**config.mk**
```make
export PLATFORM = sky130hd
export DESIGN_NAME = ldu_stream_flat
export DESIGN_NICKNAME = d
export VERILOG_FILES = /design/src/rtl/ldu_stream_if.sv /design/src/rtl/ldu_stream.sv /design/src/flat_wrapper.sv
export SDC_FILE = /design/constraint.sdc
export NUM_CORES = 1
export LEC_CHECK = 0
export CELL_PAD_IN_SITES_DETAIL_PLACEMENT = 1
export CELL_PAD_IN_SITES_GLOBAL_PLACEMENT = 2
export CORE_MARGIN = 5
export CORE_UTILIZATION = 30
export DETAILED_ROUTE_END_ITERATION = 6
export PLACE_DENSITY = 0.85
export SETUP_SLACK_MARGIN = 0.05
export SLEW_MARGIN = 20
export SYNTH_ARGS = -nofsm -noshare
export SYNTH_HDL_FRONTEND = slang
export SYNTH_SLANG_ARGS = --single-unit
export TNS_END_PERCENT = 100
```
**constraint.sdc**
```tcl
create_clock -name clk -period 4.6 [get_ports clk]
set_clock_uncertainty 0.15 [all_clocks]
set_input_delay 0.92 -clock clk [delete_from_list [all_inputs] [get_ports clk]]
set_output_delay 0.92 -clock clk [all_outputs]
set_load 0.02 [all_outputs]
```
**src/rtl/ldu_stream_if.sv**
```systemverilog
// Command and pixel-stream bundle for the line drawer: a command handshake from
// the GPU decoder and a valid/ready pixel stream towards the framebuffer port.
`timescale 1ns/1ps
interface ldu_stream_if #(parameter int COORD_W = 7);
  logic               start;
  logic               cmd_ready;
  logic [COORD_W-1:0] x0;
  logic [COORD_W-1:0] y0;
  logic [COORD_W-1:0] x1;
  logic [COORD_W-1:0] y1;
  logic               abort;
  logic               pix_valid;
  logic               pix_ready;
  logic [COORD_W-1:0] xOut;
  logic [COORD_W-1:0] yOut;
  logic               pix_last;
  logic               is_drawing;
  logic               done;

  modport master (
    output start, x0, y0, x1, y1, abort, pix_ready,
    input  cmd_ready, pix_valid, xOut, yOut, pix_last, is_drawing, done
  );

  modport slave (
    input  start, x0, y0, x1, y1, abort, pix_ready,
    output cmd_ready, pix_valid, xOut, yOut, pix_last, is_drawing, done
  );
endinterface

```
**src/rtl/ldu_stream.sv**
```systemverilog
// Bresenham line rasteriser for all octants: one segment per command,
// streamed out one pixel per accepted handshake, with last-pixel flag and done pulse.
`timescale 1ns/1ps
module ldu_stream #(
  parameter int COORD_W = 7
) (
  input logic         clk,
  input logic         reset,
  ldu_stream_if.slave bus
);
  localparam int EW = COORD_W + 3;
  localparam logic [COORD_W-1:0]   ONE_C  = {{(COORD_W-1){1'b0}}, 1'b1};
  localparam logic signed [EW-1:0] ZERO_E = {EW{1'b0}};

  typedef enum logic [0:0] {IDLE = 1'b0, DRAW = 1'b1} state_t;

  state_t                state_r, state_s;
  logic [COORD_W-1:0]    x_r, y_r, x1_r, y1_r;
  logic [COORD_W-1:0]    x_s, y_s, x1_s, y1_s;
  logic signed [EW-1:0]  dx_r, dy_r, err_r;
  logic signed [EW-1:0]  dx_s, dy_s, err_s;
  logic                  sx_r, sy_r, sx_s, sy_s;
  logic                  pix_last_r, pix_last_s;
  logic                  done_r, done_s;

  logic [COORD_W-1:0]    abs_dx_s, abs_dy_s;
  logic signed [EW-1:0]  start_dx_s, start_dy_s;
  logic signed [EW-1:0]  e2_s, err_step_s;
  logic                  step_x_s, step_y_s;
  logic [COORD_W-1:0]    x_nx_s, y_nx_s;

  // Command-time terms: dx is non-negative, dy is stored negated as Bresenham expects
  assign abs_dx_s   = (bus.x1 >= bus.x0) ? (bus.x1 - bus.x0) : (bus.x0 - bus.x1);
  assign abs_dy_s   = (bus.y1 >= bus.y0) ? (bus.y1 - bus.y0) : (bus.y0 - bus.y1);
  assign start_dx_s = signed'({3'b000, abs_dx_s});
  assign start_dy_s = -signed'({3'b000, abs_dy_s});

  // Both step decisions use the same e2 taken from the pre-step error
  assign e2_s       = err_r <<< 1;
  assign step_x_s   = (e2_s >= dy_r);
  assign step_y_s   = (e2_s <= dx_r);
  assign err_step_s = err_r + (step_x_s ? dy_r : ZERO_E) + (step_y_s ? dx_r : ZERO_E);
  assign x_nx_s     = step_x_s ? (sx_r ? (x_r + ONE_C) : (x_r - ONE_C)) : x_r;
  assign y_nx_s     = step_y_s ? (sy_r ? (y_r + ONE_C) : (y_r - ONE_C)) : y_r;

  // Next-state and datapath update
  always_comb begin
    state_s    = state_r;
    x_s        = x_r;
    y_s        = y_r;
    x1_s       = x1_r;
    y1_s       = y1_r;
    dx_s       = dx_r;
    dy_s       = dy_r;
    err_s      = err_r;
    sx_s       = sx_r;
    sy_s       = sy_r;
    pix_last_s = pix_last_r;
    done_s     = 1'b0;
    case (state_r)
      IDLE: begin
        if (bus.start) begin
          state_s    = DRAW;
          x_s        = bus.x0;
          y_s        = bus.y0;
          x1_s       = bus.x1;
          y1_s       = bus.y1;
          dx_s       = start_dx_s;
          dy_s       = start_dy_s;
          err_s      = start_dx_s + start_dy_s;
          sx_s       = (bus.x0 < bus.x1);
          sy_s       = (bus.y0 < bus.y1);
          pix_last_s = (bus.x0 == bus.x1) && (bus.y0 == bus.y1);
        end else begin
          state_s = IDLE;
        end
      end
      DRAW: begin
        if (bus.abort) begin
          state_s    = IDLE;
          pix_last_s = 1'b0;
        end else if (bus.pix_ready) begin
          if (pix_last_r) begin
            state_s    = IDLE;
            pix_last_s = 1'b0;
            done_s     = 1'b1;
          end else begin
            x_s        = x_nx_s;
            y_s        = y_nx_s;
            err_s      = err_step_s;
            pix_last_s = (x_nx_s == x1_r) && (y_nx_s == y1_r);
          end
        end else begin
          state_s = DRAW;
        end
      end
      default: begin
        state_s    = IDLE;
        pix_last_s = 1'b0;
      end
    endcase
  end

  // State and datapath registers
  always_ff @(posedge clk) begin
    if (reset) begin
      state_r    <= IDLE;
      x_r        <= {COORD_W{1'b0}};
      y_r        <= {COORD_W{1'b0}};
      x1_r       <= {COORD_W{1'b0}};
      y1_r       <= {COORD_W{1'b0}};
      dx_r       <= ZERO_E;
      dy_r       <= ZERO_E;
      err_r      <= ZERO_E;
      sx_r       <= 1'b0;
      sy_r       <= 1'b0;
      pix_last_r <= 1'b0;
      done_r     <= 1'b0;
    end else begin
      state_r    <= state_s;
      x_r        <= x_s;
      y_r        <= y_s;
      x1_r       <= x1_s;
      y1_r       <= y1_s;
      dx_r       <= dx_s;
      dy_r       <= dy_s;
      err_r      <= err_s;
      sx_r       <= sx_s;
      sy_r       <= sy_s;
      pix_last_r <= pix_last_s;
      done_r     <= done_s;
    end
  end

  assign bus.cmd_ready  = (state_r == IDLE);
  assign bus.pix_valid  = (state_r == DRAW);
  assign bus.is_drawing = (state_r == DRAW);
  assign bus.xOut       = x_r;
  assign bus.yOut       = y_r;
  assign bus.pix_last   = pix_last_r;
  assign bus.done       = done_r;
endmodule

```
**src/flat_wrapper.sv**
```systemverilog
// flat-port wrapper written by rule: the top's interface ports become plain ports
module ldu_stream_flat 
#(
  parameter int COORD_W = 7
)
  (clk, reset, bus_start, bus_x0, bus_y0, bus_x1, bus_y1, bus_abort, bus_pix_ready, bus_cmd_ready, bus_pix_valid, bus_xOut, bus_yOut, bus_pix_last, bus_is_drawing, bus_done);
  ldu_stream_if #(.COORD_W(COORD_W)) bus_i ();
  input logic clk;
  input logic reset;
  input wire logic [$bits(bus_i.start)-1:0] bus_start;
  input wire logic [$bits(bus_i.x0)-1:0] bus_x0;
  input wire logic [$bits(bus_i.y0)-1:0] bus_y0;
  input wire logic [$bits(bus_i.x1)-1:0] bus_x1;
  input wire logic [$bits(bus_i.y1)-1:0] bus_y1;
  input wire logic [$bits(bus_i.abort)-1:0] bus_abort;
  input wire logic [$bits(bus_i.pix_ready)-1:0] bus_pix_ready;
  output wire logic [$bits(bus_i.cmd_ready)-1:0] bus_cmd_ready;
  output wire logic [$bits(bus_i.pix_valid)-1:0] bus_pix_valid;
  output wire logic [$bits(bus_i.xOut)-1:0] bus_xOut;
  output wire logic [$bits(bus_i.yOut)-1:0] bus_yOut;
  output wire logic [$bits(bus_i.pix_last)-1:0] bus_pix_last;
  output wire logic [$bits(bus_i.is_drawing)-1:0] bus_is_drawing;
  output wire logic [$bits(bus_i.done)-1:0] bus_done;
  assign bus_i.start = bus_start;
  assign bus_i.x0 = bus_x0;
  assign bus_i.y0 = bus_y0;
  assign bus_i.x1 = bus_x1;
  assign bus_i.y1 = bus_y1;
  assign bus_i.abort = bus_abort;
  assign bus_i.pix_ready = bus_pix_ready;
  assign bus_cmd_ready = bus_i.cmd_ready;
  assign bus_pix_valid = bus_i.pix_valid;
  assign bus_xOut = bus_i.xOut;
  assign bus_yOut = bus_i.yOut;
  assign bus_pix_last = bus_i.pix_last;
  assign bus_is_drawing = bus_i.is_drawing;
  assign bus_done = bus_i.done;
  ldu_stream #(.COORD_W(COORD_W)) u_core (.clk(clk), .reset(reset), .bus(bus_i));
endmodule
```
### Word level (Yosys, flattened, before mapping)

Cells that the tools add are included.

* $add $sub $neg: 12
* $mul: 0
* divide/modulo/power cells: 0
* order comparisons: 6
* equality and inequality tests: 9
* shift operators: 0
* multiplexer cells: 34
* bitwise operators: 2
* reductions and logical operators: 6

Operator list (number)
* $mux 7: 15
* $mux 10: 5
* $eq 7x7->1: 4
* $pmux 7 s2: 2
* $sub 7x7->7: 4
* $add 10x10->10: 2
* $pmux 10 s2: 1
* $add 7x1->7 const B: 2
* $ge 7x7->1: 2
* $lt 7x7->1: 2
* $sub 7x1->7 const B: 2
* $add 8x10->10: 1
* $ge 10x10->1: 1
* $le 10x8->1: 1
* $neg 7->10: 1
* $mux 1: 9
* $ne 2x2->1 const B: 4
* $pmux 1 s2: 2
* $reduce_and 2->1: 2
* $reduce_and 4->1: 1
* $reduce_or 4->1: 1
* $ne 3x3->1 const B: 1
* $logic_and 1x1->1: 2
* $not 1->1: 2

* register bits after elaboration: 60
* latch bits: 0
* RAM bits: 0
* bits in read-only memories: 0
* output and inout port bits: 19
* word-level logic and storage cells: 81
* memories: 0

### Longest topological paths before layout

Gate-level depths: netlist (run 1).

* depth in word-level cells: 9
* depth in mapped cells: 22
* mapped depth without buffers: 20

### Worst setup path after synthesis (run 1)

No wires, ideal clock.

* kind: input port to flip-flop
* from: input bus_x1[4]
* to: register u_core.err_r[8]
* arrival: 4.480 ns
* path slack: -0.098 ns
* stages on the path: 18
* buffers on the path: 1
* cells stage by stage: inv_1 > ha_1 > clkbuf_1 > a21o_1 > a21o_1 > a211o_1 > a21oi_1 > mux2i_1 > fa_1 > a21o_1 > a21oi_1 > inv_1 > a21oi_1 > nor2_1 > o21a_1 > o32ai_1 > mux2_2 > o21ai_2

* longest elaborated chain between the ends: 5
* elaborated cells on any way between the ends: 7
* classes of those cells: add/sub: 3; order compare: 1; mux: 3

RTL lines
* start: declaration: line flat_wrapper.sv:13 `input wire logic [$bits(bus_i.x1)-1:0] bus_x1;`
* $ge 7x7->1: line ldu_stream.sv:33 `assign abs_dx_s = (bus.x1 >= bus.x0) ? (bus.x1 - bus.x0) : (bus.x0 - bus.x1);`
* $mux 7: line ldu_stream.sv:33
* via u_core.abs_dx_s[1]: line ldu_stream.sv:26 `logic [COORD_W-1:0] abs_dx_s, abs_dy_s;`
* $add 8x10->10: line ldu_stream.sv:70 `err_s = start_dx_s + start_dy_s;`
* $mux 10: line ldu_stream.sv:62 `if (bus.start) begin`
* $pmux 10 s2: line ldu_stream.sv:60 `case (state_r)`
* end signal: assignment: line ldu_stream.sv:127 `err_r <= err_s;`
* end: declaration: line ldu_stream.sv:20 `logic signed [EW-1:0] dx_r, dy_r, err_r;`

The timed path passes the listed nets, and every way through them passes these cells. The select of a mux whose other input is x is not followed.
A chain may end at the register's enable or synchronous reset.

### Final worst setup path (run 1)

* from: input bus_x1[6]
* to: register u_core.err_r[8]

The elaborated chain is that of the path after synthesis.

==> results of run 1 <==
layer usage:
layer / wire (microns) / up-vias
met4: 609 / 0
met3: 624 / 44
met2: 10600 / 109
li1: - / 2815
met5: 0 / -
met1: 9030 / 2822
cells in the final DEF, fill, tap and decap left out, drive strengths merged, types with 6 or more instances in the layout:
cell type	n
a31oi	8
clkbuf	13
dfxtp	59
inv	100
o21a	6
a21o	18
nor2	55
xnor2	26
dlymetal6s2s	19
nor3	10
buf	127
o21ai	37
o22ai	9
clkdlybuf4s50	30
nor2b	17
mux2i	10
xor2	16
nand3	7
a211oi	18
nand2	73
a21oi	74
ha	69
fa	15
cell usage after synthesis, types with 3 or more instances:
cell type / instances
o22ai_1: 9
nor3_1: 10
xnor2_1: 26
o21ai_0: 36
nand3_1: 7
nand4_1: 4
nand2_1: 73
nor2b_1: 17
a21o_1: 18
ha_1: 69
a22oi_1: 3
buf_1: 4
a211o_1: 3
dfxtp_1: 59
xor2_1: 16
a21oi_1: 74
inv_1: 99
o21a_1: 6
nor2_1: 55
and2_1: 3
o211ai_1: 3
a211oi_1: 18
o21bai_1: 4
fa_1: 15
buf_4: 3
a2bb2oi_1: 3
a31oi_1: 8
clkbuf_1: 23
nand2b_1: 5
mux2i_1: 10
nor4_1: 3
repair_timing:
action                                 CTS  global route
endpoints found under the hold margin    0             0
setup endpoints to repair                5             6
pin swaps                               15            37
resized for setup                       18            82
setup buffers                            3            10
final cells by class:
cell class | count | area (sq um)
Multi-Input combinational cell | 540 | 4340
Sequential cell | 59 | 1180
Fill cell | 2222 | 10600
Inverter | 100 | 375
Clock inverter | 2 | 12.5
Timing Repair Buffer | 177 | 1500
Tap cell | 234 | 293
Clock buffer | 13 | 250
critical path, stage by stage:
cell             delay [ns]
clkdlybuf4s50_1        0.48
inv_1                  0.07
ha_4                   0.28
buf_4                  0.14
and4_1                 0.28
a21oi_2                0.10
buf_4                  0.15
a21oi_1                0.18
xor2_1                 0.23
buf_4                  0.17
ha_4                   0.20
a21o_1                 0.16
a21oi_2                0.19
inv_1                  0.08
a21oi_2                0.17
nor2_2                 0.06
o21a_1                 0.20
o32ai_2                0.16
mux2_4                 0.34
o21ai_2                0.05
power groups by stage:
stage          Combinational [mW]  Clock [mW]  Sequential [mW]
2_1_floorplan                1.07           0            0.648
3_3_place_gp                 1.71           0            0.645
3_5_place_dp                 1.75           0            0.646
4_1_cts                      1.81       0.634            0.637
5_1_grt                      2.15       0.658            0.647
6_report                     1.97       0.625            0.638
kinds of logic (layout without fill, tap and decap cells):
family,after synthesis,after routing,share of synthesized area
and+or+nand+nor,190,190,0.156
DFF,59,59,0.211
AOI/OAI and AO/OA,211,211,0.242
xor gates and xnor gates,43,43,0.0701
buffers and inverters,130,292,0.0894
adders and majority gates,84,84,0.208
muxes,12,12,0.0220
flip-flops by register name, summed over array words and instances (netlist names):
name and count:
u_core.dy_r 10, u_core.err_r 9, u_core.bus.xOut 7, u_core.bus.yOut 7, u_core.dx_r 7, u_core.x1_r 7
u_core.y1_r 7, u_core.bus.done 1, u_core.bus.is_drawing 1, u_core.bus.pix_last 1, u_core.sx_r 1, u_core.sy_r 1
worst paths after layout:
check                                     from         endpoint  cells after the start
worst max-delay path                 bus_x1[6]  u_core.err_r[8]                     20
worst min-delay path            u_core.x1_r[0]   u_core.x1_r[0]                      2
worst max register to register  u_core.dy_r[8]  u_core.err_r[8]                     19
worst min register to register  u_core.x1_r[0]   u_core.x1_r[0]                      2
through the flow:
step,total power [mW],util
floorplan,1.72,-
global placement,2.35,0.384
detailed placement,2.40,0.384
CTS,3.08,0.406
global route,3.45,0.429
finish,3.23,0.429
==> qor.csv, run 1 <==
stage,metric,value,unit
grt,GRT overflow,0,
power,Flop pwr share,0.198,
place,port bufs,51,
synth,Synth Warn #,0,
floorplanning,IO Count,52,
synth,asr flop ratio synth,0,
clocking,"Hold-fix buffers, CTS",0,
sta,worst slew pin tran,0.872,ns
synth,count of unique library cells instantiated by Yosys,66,
grt,GR peak layer,met2,
place,DP Area,0.00711,sq mm
place,post-DP HPWL,15.4,mm
grt,met3 GRT Util,0.0292,
synth,Syn Inst Count,729,
clocking,Max Buffers Root-to-Sink,2,
power,PwrDens,406,mW/mm^2
floorplanning,die area,0.0214,sq mm
power,Leakage,3.71,nW
power,switch share,0.426,
power,combinational share of power,0.609,
floorplanning,initial core utilization,0.302,
sta,fraction of the cycle the final worst path needs,0.977,
detailed_routing,drt pass-1 iters,4,
floorplanning,core area,0.0185,sq mm
worst_hold_path,worst hold path class,flip-flop to flip-flop,
clocking,CTS Sinks,59,
grt,largest net degree at the start of global routing,45,
setup_path,r2r setup slk,0.29,ns
sta,hold slack,0.315,ns
grt,antenna violations before repair,0,
sta,final hold vios,0,
synth,flop and latch count out of synthesis,59,
synth,Post-Syn Area,0.00559,sq mm
power,NetSw,1.38,mW
flow_run,# Max-Cap Violations,0,
detailed_routing,ANT nets after route,0,
grt,first-pass GRT wire length,31.3,mm
synth,Post-synth EDFFs,0,
synth,Synth area leaders,"dfxtp_1, ha_1, inv_1",
place,Place WS,-0.529,ns
cells_and_area,Area Growth Syn to Fin,42.3,%
place,Inst Count DP,1097,
cells_and_area,n_diodes,0,
clocking,TritonCTS buffer count,9,
synth,Main synth FF type,dfxtp_1,
floorplanning,Die Ht,146,microns
synth,Yosys top cell by area,dfxtp_1,
clocking,H-tree depth,3,
synth,"Seq/Total Area, Yosys",0.211,
grt,vias in the first global route,6035,
setup_path,CP Class,input pin to flip-flop,
synth,syn avg cell area,7.66,sq um
detailed_routing,WL final,20.8,mm
cells_and_area,share of cells above drive strength 1,0.244,
power,Max VDD drop,0.000183,V
detailed_routing,first-iteration detailed-routing DRC count,184,
clocking,clk root buf,clkbuf_16,
setup_path,crit end category,flip-flop,
detailed_routing,Post-route DRC,0,
power,clock share of power,0.194,
floorplanning,row count,50,
sta,maximum clock rate,223,MHz
cells_and_area,Final #Nets,1004,
floorplanning,Die Wd,146,microns
clocking,TritonCTS clock tree,built,
sta,count of pins over their slew limit,0,
sta,final setup TNS,0,ns
synth,Post-Synthesis Net Count,846,
detailed_routing,Avg Vias per Cell,5.15,
setup_path,crit path max fanout,5,
clocking,Worst-path clk slew,0.06,ns
grt,GRT Resource Usage Total,0.182,
grt,global routing usage on met1,0.222,
setup_path,Worst Setup Start Kind,input pin,
sta,Final Setup Violations,0,
sta,"Min Clock Period, post-route",4.49,ns
place,Final GP Congestion,0.890,
sta,Final Worst Setup Slack,0.106,ns
setup_path,Worst EP arrival,4.61,ns
detailed_routing,Vias,5790,
cells_and_area,fin area,0.00795,sq mm
cells_and_area,"Cell Count, Final, Fillers Out",1125,
grt,GR Util met2,0.325,
power,Pint,1.85,mW
outcome,outcome,"complete, no violations",
setup_path,Critical Path RT,4.71,ns
clocking,clk_lat worst skew,0.34,ns
sta,slew margin rel.,0.403,
detailed_routing,Avg WL per Cell,18.5,microns
synth,area share of the largest cell type after synthesis,0.211,
(Power assumes the default switching activity.)
==> inputs of run 2 (changes only) <==
CORE_UTILIZATION = 31   (was 30)
CTS_CLUSTER_DIAMETER = 120   (was default)
CTS_CLUSTER_SIZE = 40   (was default)
PLACE_DENSITY = 0.87   (was 0.85)
==> qor.csv, run 2 (same netlist as run 1, synthesis figures left out) <==
stage,metric,value,unit,change
floorplanning,Die Ht,144,microns,was 146 microns
detailed_routing,drt pass-1 iters,4,,unchanged
flow_run,# Max-Cap Violations,0,,unchanged
outcome,outcome,"complete, no violations",,unchanged
power,clock share of power,0.193,,was 0.194
sta,hold slack,0.314,ns,was 0.315 ns
clocking,"Hold-fix buffers, CTS",0,,unchanged
place,post-DP HPWL,15.6,mm,was 15.4 mm
power,combinational share of power,0.623,,was 0.609
sta,count of pins over their slew limit,0,,unchanged
worst_hold_path,worst hold path class,flip-flop to flip-flop,,unchanged
clocking,H-tree depth,3,,unchanged
cells_and_area,fin area,0.00816,sq mm,was 0.00795 sq mm
cells_and_area,n_diodes,0,,unchanged
floorplanning,Die Wd,144,microns,was 146 microns
detailed_routing,Vias,5897,,was 5790
grt,met3 GRT Util,0.0281,,was 0.0292
cells_and_area,Area Growth Syn to Fin,46.1,%,was 42.3%
floorplanning,IO Count,52,,unchanged
detailed_routing,Avg Vias per Cell,5.15,,about the same
grt,GR peak layer,met2,,unchanged
power,NetSw,1.44,mW,was 1.38 mW
sta,Final Setup Violations,0,,unchanged
clocking,CTS Sinks,59,,unchanged
cells_and_area,area of the multi-input gates,0.00431,sq mm,was 0.00434 sq mm
grt,first-pass GRT wire length,31.6,mm,was 31.3 mm
clocking,clk_lat worst skew,0.34,ns,about the same
setup_path,crit end category,flip-flop,,unchanged
grt,GR Util met2,0.339,,was 0.325
detailed_routing,WL final,21.3,mm,was 20.8 mm
cells_and_area,share of cells above drive strength 1,0.270,,was 0.244
setup_path,CP Class,input pin to flip-flop,,unchanged
clocking,Worst-path clk slew,0.05,ns,was 0.06 ns
setup_path,Critical Path RT,4.72,ns,was 4.71 ns
cells_and_area,Largest register FFs,10,,unchanged
place,Place WS,-0.595,ns,was -0.529 ns
grt,global routing usage on met1,0.237,,was 0.222
power,Pint,2.03,mW,was 1.85 mW
grt,vias in the first global route,6228,,was 6035
detailed_routing,Post-route DRC,0,,unchanged
clocking,TritonCTS clock tree,built,,unchanged
place,DP Area,0.00724,sq mm,was 0.00711 sq mm
sta,slew margin rel.,0.423,,was 0.403
grt,GRT overflow,0,,unchanged
cells_and_area,most frequent cells in the layout,"buf_4, inv_1, nand2_1",,unchanged
floorplanning,row count,49,,was 50
clocking,clk root buf,clkbuf_16,,unchanged
clocking,TritonCTS buffer count,9,,unchanged
cells_and_area,top register by number of flip-flops,u_core.dy_r,,unchanged
sta,final hold vios,0,,unchanged
place,Inst Count DP,1109,,was 1097
setup_path,crit path max fanout,5,,unchanged
cells_and_area,"Cell Count, Final, Fillers Out",1146,,was 1125
sta,worst slew pin tran,0.843,ns,was 0.872 ns
power,Flop pwr share,0.185,,was 0.198
floorplanning,initial core utilization,0.313,,was 0.302
cells_and_area,"commonest non-fill, non-tap cell in the layout",buf_4,,unchanged
cells_and_area,final design utilization,0.457,,was 0.429
sta,final setup TNS,0,ns,unchanged
floorplanning,die area,0.0208,sq mm,was 0.0214 sq mm
sta,maximum clock rate,223,MHz,about the same
sta,fraction of the cycle the final worst path needs,0.976,,was 0.977
grt,antenna violations before repair,0,,unchanged
detailed_routing,ANT nets after route,0,,unchanged
floorplanning,core area,0.0178,sq mm,was 0.0185 sq mm
clocking,Max Buffers Root-to-Sink,2,,unchanged
place,Final GP Congestion,0.884,,was 0.890
cells_and_area,Filler cells,2101,,was 2222
place,port bufs,51,,unchanged
cells_and_area,biggest registers after layout,"u_core.dy_r (10), u_core.err_r (9)",,unchanged
setup_path,Worst Setup Start Kind,input pin,,unchanged
sta,Final Worst Setup Slack,0.109,ns,was 0.106 ns
power,Leakage,3.87,nW,was 3.71 nW
setup_path,Worst EP arrival,4.61,ns,about the same
grt,GRT Resource Usage Total,0.192,,was 0.182
detailed_routing,Avg WL per Cell,18.6,microns,was 18.5 microns
power,switch share,0.416,,was 0.426
sta,"Min Clock Period, post-route",4.49,ns,about the same
cells_and_area,Reg area,0.00119,sq mm,was 0.00118 sq mm
power,PwrDens,425,mW/mm^2,was 406 mW/mm^2
detailed_routing,first-iteration detailed-routing DRC count,256,,was 184
grt,largest net degree at the start of global routing,45,,unchanged
power,Final Power,3.47,mW,was 3.23 mW
cells_and_area,Final #Nets,1031,,was 1004
power,Max VDD drop,0.000212,V,was 0.000183 V
## run 2: cell type report
type | count | share of cell area
clock inverters | 3 | 0.00491
multi-input cells | 540 | 0.528
repair buffers | 204 | 0.211
clock buffers | 11 | 0.0298
well taps | 229 | 0.0351
inverters | 100 | 0.0460
flip-flops and latches | 59 | 0.146
## run 2: metal layers
layer  vias up  share of wire
li1       2872              -
met1      2853           0.43
met2       121           0.51
met3        51          0.029
met4         0          0.035
met5         -              0
## run 2: timing repair
action	in CTS	in global routing
setup endpoints to repair	5	6
resized for setup	11	94
setup buffers	4	19
pin swaps	8	49
## run 2: worst paths after layout
kind | cells after the start | end | from | slack, ns
worst max-delay path | 20 | u_core.err_r[8] | bus_x1[6] | 0.11
worst min-delay path | 2 | u_core.x1_r[5] | u_core.x1_r[5] | 0.31
worst max register to register | 20 | u_core.err_r[8] | u_core.dy_r[7] | 0.13
worst min register to register | 2 | u_core.x1_r[5] | u_core.x1_r[5] | 0.31
## run 2: critical path, cell delays in order
cell and delay (ns):
clkdlybuf4s50_1 0.48, inv_1 0.07, ha_4 0.24, buf_4 0.15
a211o_1 0.34, a21oi_4 0.19, nor2_2 0.05, a21oi_2 0.12
xor2_1 0.20, buf_4 0.15, ha_1 0.25, a21o_1 0.17
a21oi_2 0.20, inv_1 0.11, a21oi_2 0.13, nor2_1 0.06
o21a_1 0.22, o32ai_2 0.15, mux2_4 0.33, o21ai_2 0.05
## run 2: power groups by stage
| stage | clock network, mW | registers, mW | logic (mW) |
|---|---|---|---|
| finish | 0.670 | 0.640 | 2.16 |
| global route | 0.707 | 0.647 | 2.34 |
| CTS | 0.678 | 0.632 | 1.89 |
| detailed placement | 0 | 0.642 | 1.82 |
| global placement | 0 | 0.641 | 1.77 |
| floorplan | 0 | 0.648 | 1.07 |
